File: src/rtl/approx_adder_pkg.sv
// -----------------------------------------------------------------------------
// approx_adder_pkg
//   Shared types for the approximate ripple-carry pipeline adder.
//   - cell_kind_e : which full-adder equation a bit position uses.
//   - stage_t     : payload carried between pipeline stages. Fields are sized
//                   for the largest supported operand width; each instance only
//                   uses the low WIDTH / WIDTH+1 bits and the rest stay zero.
//   - cfg_ok()    : elaboration-time parameter legality check.
// -----------------------------------------------------------------------------
package approx_adder_pkg;

  // Largest operand width the payload struct can carry.
  localparam int unsigned MAX_WIDTH = 64;

  typedef enum logic {
    CELL_EXACT  = 1'b0,
    CELL_APPROX = 1'b1
  } cell_kind_e;

  // One pipeline slot. 'sum' fills in slice by slice as the carry chain is
  // resolved; 'carry' is the approximate chain's carry into the next slice.
  // 'exact_sum' holds the shadow result: resolved slices plus, at the first
  // unresolved bit position, the shadow carry into the next slice.
  typedef struct packed {
    logic                 valid;
    logic                 approx;
    logic [MAX_WIDTH-1:0] a;
    logic [MAX_WIDTH-1:0] b;
    logic [MAX_WIDTH:0]   sum;
    logic                 carry;
    logic [MAX_WIDTH:0]   exact_sum;
  } stage_t;

  // Legal configurations: the carry chain splits evenly across the stages,
  // the approximate region fits inside the operand, and the accumulator can
  // hold at least one full-scale error value.
  function automatic bit cfg_ok(input int unsigned width,
                                input int unsigned approx_bits,
                                input int unsigned stages,
                                input int unsigned acc_w);
    return (width >= 1) && (width <= MAX_WIDTH) &&
           (stages >= 1) && ((width % stages) == 0) &&
           (approx_bits <= width) && (acc_w >= width + 1);
  endfunction

endpackage

File: src/rtl/approx_rc_pipe_adder_cell.sv
// -----------------------------------------------------------------------------
// approx_fa_cell
//   One full-adder bit with a runtime choice between the exact and the
//   approximate equations.
//   Ports:
//     x, y        operand bits
//     z           carry in
//     sel_approx  1 = approximate cell, 0 = exact cell
//     s           sum bit
//     cout        carry out
//   Approximate cell: s = (x ^ y) & ~z, cout = y | z.
//   Exact cell:       s = x ^ y ^ z,    cout = majority(x, y, z).
// -----------------------------------------------------------------------------
module approx_fa_cell
  import approx_adder_pkg::*;
(
  input  logic x,
  input  logic y,
  input  logic z,
  input  logic sel_approx,
  output logic s,
  output logic cout
);

  cell_kind_e kind;

  // NOTE: every output of a combinational block gets a value on every path
  // (here via defaults first), otherwise synthesis infers a latch.
  always_comb begin
    kind = sel_approx ? CELL_APPROX : CELL_EXACT;
    s    = x ^ y ^ z;
    cout = (x & y) | (x & z) | (y & z);
    case (kind)
      CELL_APPROX: begin
        s    = (x ^ y) & ~z;
        cout = y | z;
      end
      default: ;
    endcase
  end

endmodule

File: src/rtl/approx_rc_pipe_adder.sv
// -----------------------------------------------------------------------------
// approx_rc_pipe_adder
//   Pipelined ripple-carry adder whose low APPROX_BITS positions may use an
//   approximate full-adder cell, selected per beat. A shadow exact sum travels
//   alongside each beat so the error of every result is known, and running
//   error statistics are kept over retired beats.
//
//   Parameters:
//     WIDTH        operand width; results are WIDTH+1 bits
//     APPROX_BITS  LSB positions that use the approximate cell in approx mode
//     STAGES       pipeline depth; each stage resolves WIDTH/STAGES chain bits
//     ACC_W        width of the error accumulator and the beat counter
//
//   Ports:
//     clk, rst              clock, synchronous active-high reset
//     in_valid/in_ready     operand stream handshake
//     in_a, in_b, in_approx operands and per-beat mode (1 = approximate)
//     out_valid/out_ready   result stream handshake
//     out_sum               result under the captured mode
//     out_err               |out_sum - exact sum| for the presented beat
//     stat_clr              synchronous clear of the statistics
//     stat_acc              saturating sum of out_err over retired beats
//     stat_max              largest out_err over retired beats
//     stat_cnt              saturating count of retired beats
//
//   The whole pipeline moves together: it advances whenever the output slot
//   is empty or being drained, so a stall freezes every stage in place.
// -----------------------------------------------------------------------------
module approx_rc_pipe_adder
  import approx_adder_pkg::*;
#(
  parameter int unsigned WIDTH       = 8,
  parameter int unsigned APPROX_BITS = 2,
  parameter int unsigned STAGES      = 2,
  parameter int unsigned ACC_W       = 32
) (
  input  logic             clk,
  input  logic             rst,
  input  logic             in_valid,
  output logic             in_ready,
  input  logic [WIDTH-1:0] in_a,
  input  logic [WIDTH-1:0] in_b,
  input  logic             in_approx,
  output logic             out_valid,
  input  logic             out_ready,
  output logic [WIDTH:0]   out_sum,
  output logic [WIDTH:0]   out_err,
  input  logic             stat_clr,
  output logic [ACC_W-1:0] stat_acc,
  output logic [WIDTH:0]   stat_max,
  output logic [ACC_W-1:0] stat_cnt
);

  localparam int unsigned SW = WIDTH / STAGES;
  localparam logic [ACC_W-1:0] CNT_ONE = ACC_W'(1);

  if (!cfg_ok(WIDTH, APPROX_BITS, STAGES, ACC_W)) begin : g_cfg_err
    $error("approx_rc_pipe_adder: illegal WIDTH/APPROX_BITS/STAGES/ACC_W combination");
  end

  // ---------------------------------------------------------------------------
  // Pipeline control
  // ---------------------------------------------------------------------------
  logic adv;

  assign adv      = ~out_valid | out_ready;
  assign in_ready = adv;

  // ---------------------------------------------------------------------------
  // Stage payloads
  // ---------------------------------------------------------------------------
  stage_t head;
  stage_t stage_nxt [STAGES];
  stage_t stage_q   [STAGES];
  stage_t tail;

  // Incoming beat: nothing resolved yet, both carry chains start at 0.
  always_comb begin
    head                 = '0;
    head.valid           = in_valid;
    head.approx          = in_approx;
    head.a[WIDTH-1:0]    = in_a;
    head.b[WIDTH-1:0]    = in_b;
  end

  for (genvar k = 0; k < STAGES; k++) begin : g_stage
    stage_t        up;
    stage_t        nxt;
    logic [SW-1:0] s;
    logic [SW:0]   c;
    logic [SW:0]   ex;

    if (k == 0) begin : g_first
      assign up = head;
    end else begin : g_link
      assign up = stage_q[k-1];
    end

    // Approximate/exact carry chain for this stage's slice.
    assign c[0] = up.carry;

    for (genvar j = 0; j < SW; j++) begin : g_bit
      localparam int unsigned POS    = k * SW + j;
      localparam bit          IN_APX = (POS < APPROX_BITS);

      approx_fa_cell u_cell (
        .x          (up.a[POS]),
        .y          (up.b[POS]),
        .z          (c[j]),
        .sel_approx (up.approx & IN_APX),
        .s          (s[j]),
        .cout       (c[j+1])
      );
    end

    // Shadow exact slice: the carry-in sits at the slice's LSB position and is
    // overwritten by the slice result, whose top bit becomes the next carry.
    assign ex = {1'b0, up.a[k*SW +: SW]}
              + {1'b0, up.b[k*SW +: SW]}
              + {{SW{1'b0}}, up.exact_sum[k*SW]};

    always_comb begin
      nxt                         = up;
      nxt.sum[k*SW +: SW]         = s;
      nxt.carry                   = c[SW];
      nxt.exact_sum[k*SW +: SW+1] = ex;
      if (k == STAGES - 1) begin
        nxt.sum[WIDTH] = c[SW];
      end
    end

    assign stage_nxt[k] = nxt;
  end

  // NOTE: sequential state is written with non-blocking assignments so every
  // stage samples its upstream value from before this edge.
  // NOTE: payload registers are reset along with the valid bits because the
  // output fields are visible directly and must read zero after reset.
  always_ff @(posedge clk) begin
    if (rst) begin
      for (int k = 0; k < STAGES; k++) begin
        stage_q[k] <= '0;
      end
    end else if (adv) begin
      for (int k = 0; k < STAGES; k++) begin
        stage_q[k] <= stage_nxt[k];
      end
    end
  end

  // ---------------------------------------------------------------------------
  // Output and per-beat error
  // ---------------------------------------------------------------------------
  logic [WIDTH+1:0] diff;
  logic [WIDTH+1:0] mag;

  assign tail      = stage_q[STAGES-1];
  assign out_valid = tail.valid;
  assign out_sum   = tail.sum[WIDTH:0];

  // Two extra bits keep the signed difference of two WIDTH+1-bit values from
  // wrapping; the magnitude always fits back into WIDTH+1 bits.
  assign diff    = {1'b0, tail.sum[WIDTH:0]} - {1'b0, tail.exact_sum[WIDTH:0]};
  assign mag     = diff[WIDTH+1] ? -diff : diff;
  assign out_err = mag[WIDTH:0];

  // The final stage's operands, chain carry and padding bits have no reader.
  logic unused_tail;
  assign unused_tail = ^{mag[WIDTH+1], tail};

  // ---------------------------------------------------------------------------
  // Error statistics
  // ---------------------------------------------------------------------------
  logic             retire;
  logic [ACC_W-1:0] err_ext;
  logic [ACC_W:0]   acc_sum;

  assign retire = out_valid & out_ready;

  always_comb begin
    err_ext          = '0;
    err_ext[WIDTH:0] = out_err;
  end

  assign acc_sum = {1'b0, stat_acc} + {1'b0, err_ext};

  always_ff @(posedge clk) begin
    if (rst) begin
      stat_acc <= '0;
      stat_cnt <= '0;
      stat_max <= '0;
    end else if (stat_clr) begin
      // A clear that coincides with a retire restarts the statistics from
      // that beat instead of dropping it.
      if (retire) begin
        stat_acc <= err_ext;
        stat_cnt <= CNT_ONE;
        stat_max <= out_err;
      end else begin
        stat_acc <= '0;
        stat_cnt <= '0;
        stat_max <= '0;
      end
    end else if (retire) begin
      stat_acc <= acc_sum[ACC_W] ? '1 : acc_sum[ACC_W-1:0];
      if (~&stat_cnt) begin
        stat_cnt <= stat_cnt + CNT_ONE;
      end
      if (out_err > stat_max) begin
        stat_max <= out_err;
      end
    end
  end

endmodule

File: config.mk
export PLATFORM = sky130hd
export DESIGN_NAME = approx_rc_pipe_adder
export DESIGN_NICKNAME = d
export VERILOG_FILES = /design/src/rtl/approx_adder_pkg.sv /design/src/rtl/approx_rc_pipe_adder_cell.sv /design/src/rtl/approx_rc_pipe_adder.sv
export SDC_FILE = /design/constraint.sdc
export NUM_CORES = 1
export LEC_CHECK = 0
export ABC_AREA = 1
export CORE_MARGIN = 4
export CORE_UTILIZATION = 35
export CTS_CLUSTER_SIZE = 24
export DETAILED_ROUTE_END_ITERATION = 8
export SLEW_MARGIN = 20
export SYNTH_ARGS = -nofsm -noshare
export SYNTH_HDL_FRONTEND = slang
export SYNTH_SLANG_ARGS = --single-unit
File: constraint.sdc
create_clock -name clk -period 3.63 [get_ports clk]
set_input_delay 0.9075 -clock clk [delete_from_list [all_inputs] [get_ports clk]]
set_output_delay 0.9075 -clock clk [all_outputs]
set_load 0.1 [all_outputs]
==> After elaboration in Yosys (flattened, before gate mapping) <==
Memories as Yosys holds them, arrays and structs flattened.
Index checks and enable logic that the tools add are counted.
{ "word_totals": {"reg_bits": 73, "inputBits": 22, "ram_bits": 522, "n_memories": 1, "word_cells": 101, "out_inout_bits": 93} }
{ "op_classes": {"bitwise_logic": 59, "add_sub_neg": 7, "reduce_logical": 5, "magnitude_cmp": 1, "eq_ne": 1, "n_mux": 24} }
{ "mem_list": {"columns": ["memory", "words", "width", "rd", "rd_ports_with_merged_regs", "wr", "line_no", "text"], "rows": [
  ["stage_q", 2, 261, 2, 0, 2, "approx_rc_pipe_adder.sv:74", "stage_t stage_q [STAGES];"]
]} }
{ "op_table": {"columns": ["operator", "count"], "rows": [
  ["$mux 261", 2],
  ["$mux 32", 6],
  ["$mux 9", 6],
  ["$add 32x9->33", 1],
  ["$add 32x1->32 const B", 1],
  ["$reduce_and 32->1", 1],
  ["$and 1x1->1", 24],
  ["$or 1x1->1", 18],
  ["$xor 1x1->1", 15],
  ["$add 4x4->5", 2],
  ["$mux 1", 10],
  ["$sub 9x9->10", 1],
  ["$gt 9x9->1", 1],
  ["$neg 9->9", 1],
  ["$add 5x1->5", 1],
  ["$reduce_and 2->1", 2],
  ["$reduce_bool 2->1", 2],
  ["$ne 2x2->1 const B", 1],
  ["$not 1->1", 2]
]} }

==> Depth between registers and ports, before layout <==
An unclocked memory read counts as a cell.
{ "logic_depth": {"depth_word": 14, "depth_mapped": 25} }

==> By module <==
From an unflattened synthesis, not the netlist that was laid out.
{ "hier_totals": {"hier_cells": 1225, "area_unflattened_um2": 8276.7} }
{ "by_module_without_submodules": {"columns": ["module", "cells_each", "area_per_inst_um2", "instances", "seq_area_each_um2"], "rows": [
  ["approx_rc_pipe_adder", 1137, 7666.1, 1, 2602.5],
  ["approx_fa_cell", 11, 76.3, 8, 0.0]
]} }

==> Worst setup path before layout <==
Ideal clock, no wire load.
{ "synth_path": {"path_kind": "register to register", "from": "memory stage_q[0][329] in the netlist's numbering", "to": "register stat_acc[29]", "path_stages_with_launch": 21, "path_buffers": 1, "t_arrival_ps": 4494, "slack_ps": -994, "path_cell_list": "edfxtp_1 -> ha_1 -> nand2_1 -> nand3_2 -> nand2_1 -> nand2_2 -> a21oi_4 -> nand2_1 -> xor2_1 -> ha_1 -> a21oi_1 -> nand2_2 -> nand3_2 -> nand2_2 -> nand3_2 -> nand2_4 -> nand4_4 -> buf_2 -> nand3_1 -> nand2_1 -> a21oi_2"} }
{ "synth_lines": {"columns": ["element", "line_no", "text"], "rows": [
  ["start, declared", "approx_rc_pipe_adder.sv:74", null],
  ["end signal, assigned", "approx_rc_pipe_adder.sv:196", "stat_acc <= err_ext;"],
  ["end signal, assigned", "approx_rc_pipe_adder.sv:205", "stat_acc <= acc_sum[ACC_W] ? '1 : acc_sum[ACC_W-1:0];"],
  ["end, declared", "approx_rc_pipe_adder.sv:49", "output logic [ACC_W-1:0] stat_acc,"]
]} }

==> impl_metrics.yaml <==
power_and_ir_drop:
  total_power_mw: 5.352
  power.leakage_nw: 4.013
  ir_drop_v: 0.0003956
  power_density_nw_per_um2: 569.5
detailed_routing:
  drc: 0
  drt_pre_antenna_iters: 5
  wl_um: 19980
  vias_per_cell: 4.738
  final_antenna_net_count: 0
  vias: 6847
  detail_route.wl_per_cell_um: 13.83
  drt_iter0_drc: 402
setup_path:
  criticalPathCategory: "reg -> out"
  cpMostUsedCell: "nand2_2"
  worstPathRequired_ns: 2.72
  slowest_delay_ns: 0.42
  end_kind: "output port"
  worstPathArrival_ns: 2.54
  cp_cell_sequence: "inv_1 -> ha_4 -> nand2_1 -> nand3_2 -> nand2_2 -> nand2_2 -> a21oi_4 -> nand2_2 -> buf_4 -> xor2_4 -> buf_6 -> buf_12"
  crit_path_top_delay_cell: "edfxtp_1"
  worstPathMaxFanout: 7
  cp_top_family: "buffers and inverters"
  startpoint_type: "register"
  crit_buf_inv: 4
finish:
  design_area_um2: 9398
  syn_to_final_growth_pct: 26.45
  drive_gt1_share_pct: 20.60
  fin_nets: 1233
  antenna_cells: 0
clock_tree:
  ctsLongestPathBuffers: 2
  cts_tree: "built"
  cts_sinks: 108
  htree_num_levels: 3
  clk_latency_ns: 0.36
  cts_hold_buf: 0
  clkSlewWorstSetupHoldPaths_ns: 0.08
  clockRootBuffer: "clkbuf_16"
  cts_inserted_buffers: 9
synth:
  synth_most_common_cell: "nand2_1"
  yosysUniqueCellTypes: 55
  synth_top_cell_area_share_pct: 19.39
  netlist_instances: 1042
  async_flop_share_pct: 0
  synth_edf_count: 36
  synth_area_leader_cell: "dfxtp_1"
  synth_area_per_cell_um2: 7.133
  synthTopCellsByArea: "dfxtp_1 19%, edfxtp_1 15%, nand2_1 13%"
  synth_area_um2: 7432
  ys_seq_area_share_pct: 33.94
  yosysWarnings: 0
  yosys_most_used_dff: "dfxtp_1"
  ys_seq_elements: 108
  synthTopCellsByCount: "266 x nand2_1, 144 x inv_1, 115 x nor2_1, 81 x a21oi_1, 72 x dfxtp_1"
place:
  dp_hpwl_um: 14770
  gp_congestion: 0.8588
  numPortBuffers: 112
  dp_slack_ns: -0.01738
  placed_area_um2: 8865
sta:
  setup_slack_ns: 0.1849
  timing.fmax_ghz: 0.2903
  finalSetupViolCount: 0
  drv_slew: 0
  hold_viol_final: 0
  min_period_ns: 3.445
  fin_skew_ns: 0.01235
  period_share_pct: 94.91
  tightestPinTransition_ns: 0.7442
  holdWs_ns: 0.4677
  slew_headroom_pct: 49.98
floorplan:
  core_area_um2: 20960
  die_w_um: 153.7
  die_y_um: 153.7
  rows: 53
  die_area_um2: 23630
  start_util_pct: 35.47
  ios: 115
global_routing:
  grt_use_met3_pct: 2.280
  grt.overflow.total: 0
  busiest_layer: "met2"
  grt_util_met2_pct: 26.95
  use_met1_pct: 22.81
  grt_pass1_wl_um: 32460
  grt_max_degree: 52
  first_global_vias: 6389
  globalRouteTotalUtil_pct: 16.61
  grt_antenna_before_repair: 0
run:
  cap_viol_max_count: 0
status:
  status: "finished, final reports clean"
min_path:
  hold_class: "reg -> reg"
==> flip-flops by register name, summed over array words and instances, names as in the netlist <==
name / cells
stat_max: 8
stage_q: 36
stat_cnt: 32
stat_acc: 32
==> routing by layer <==
| metal | vias to the layer above | part of all wire, % |
|---|---|---|
| met5 | - | 0 |
| met4 | 0 | 1.7 |
| met3 | 22 | 4.1 |
| met2 | 138 | 47 |
| met1 | 3093 | 47 |
| li1 | 3594 | - |
==> metrics by stage <==
step                std cells  setup TNS [ns]  util (%)
floorplan                1043          -5.943         -
CTS                      1432               0     43.74
detailed placement       1415        -0.03492     42.30
global route             1445        -0.03972     44.85
global placement         1415               0     42.30
finish                   1445               0     44.85
==> logic make-up (layout without fill, tap and decap cells) <==
| kind of cell | Yosys count | in the layout | share of synthesized area [%] |
|---|---|---|---|
| flip-flops | 108 | 108 | 33.94 |
| other | 1 | 2 | 0.05046 |
| adder cells (fa/ha/maj) | 46 | 46 | 8.855 |
| AND/OR/NAND/NOR | 534 | 536 | 32.46 |
| buffers and inverters | 188 | 313 | 10.57 |
| AO/OA/AOI/OAI | 136 | 136 | 10.61 |
| XOR/XNOR | 29 | 29 | 3.519 |
==> tightest hold or removal path: cells and delay by family (launching register included) <==
family,cells,cell delay (ns)
flops,1,0.33
simple gates,1,0.06
compound gates,1,0.04
==> worst paths after layout <==
| path | cells past startpoint | start | slack [ns] | to |
|---|---|---|---|---|
| worst max-delay path | 12 | stage_q[0][328]$_SDFFCE_PN0P_ | 0.18 | out_err[6] |
| worst min-delay path | 2 | stat_acc[0]$_SDFFE_PP0P_ | 0.47 | stat_acc[0]$_SDFFE_PP0P_ |
| worst max register to register | 22 | stage_q[0][328]$_SDFFCE_PN0P_ | 0.23 | stat_acc[27]$_SDFFE_PP0P_ |
| worst min register to register | 2 | stat_acc[0]$_SDFFE_PP0P_ | 0.47 | stat_acc[0]$_SDFFE_PP0P_ |
==> layout by cell type, fill, tap and decap left out, drive strengths merged, types with 33 or more instances in the layout <==
| cell type | instances |
|---|---|
| nand2 | 280 |
| inv | 157 |
| buf | 123 |
| nor2 | 121 |
| a21oi | 91 |
| dfxtp | 72 |
| nand3 | 69 |
| edfxtp | 36 |
| ha | 35 |
| nor3 | 33 |
| o21ai | 33 |
==> power breakdown <==
part	total [mW]	switching [mW]	leakage [nW]	internal (mW)
clock	1.02	0.530	0.141	0.486
sequential	1.35	0.0373	1.00	1.31
combinational	2.99	1.91	2.87	1.08
==> cell type report <==
class	count	area, µm²
Fill cell	2220	11560
Multi-Input combinational cell	749	4431
Sequential cell	108	2522
Timing Repair Buffer	143	1225
Inverter	154	588.1
Tap cell	275	344.1
Clock buffer	9	225.2
Clock inverter	7	62.56
==> repair_timing <==
action	4_1_cts	5_1_grt
gates resized for setup	0	24
cloned	1	1
pin swaps	0	8
setup buffers	0	12
setup endpoints to repair	11	41
Note: power is estimated with default switching activity, not from simulation.
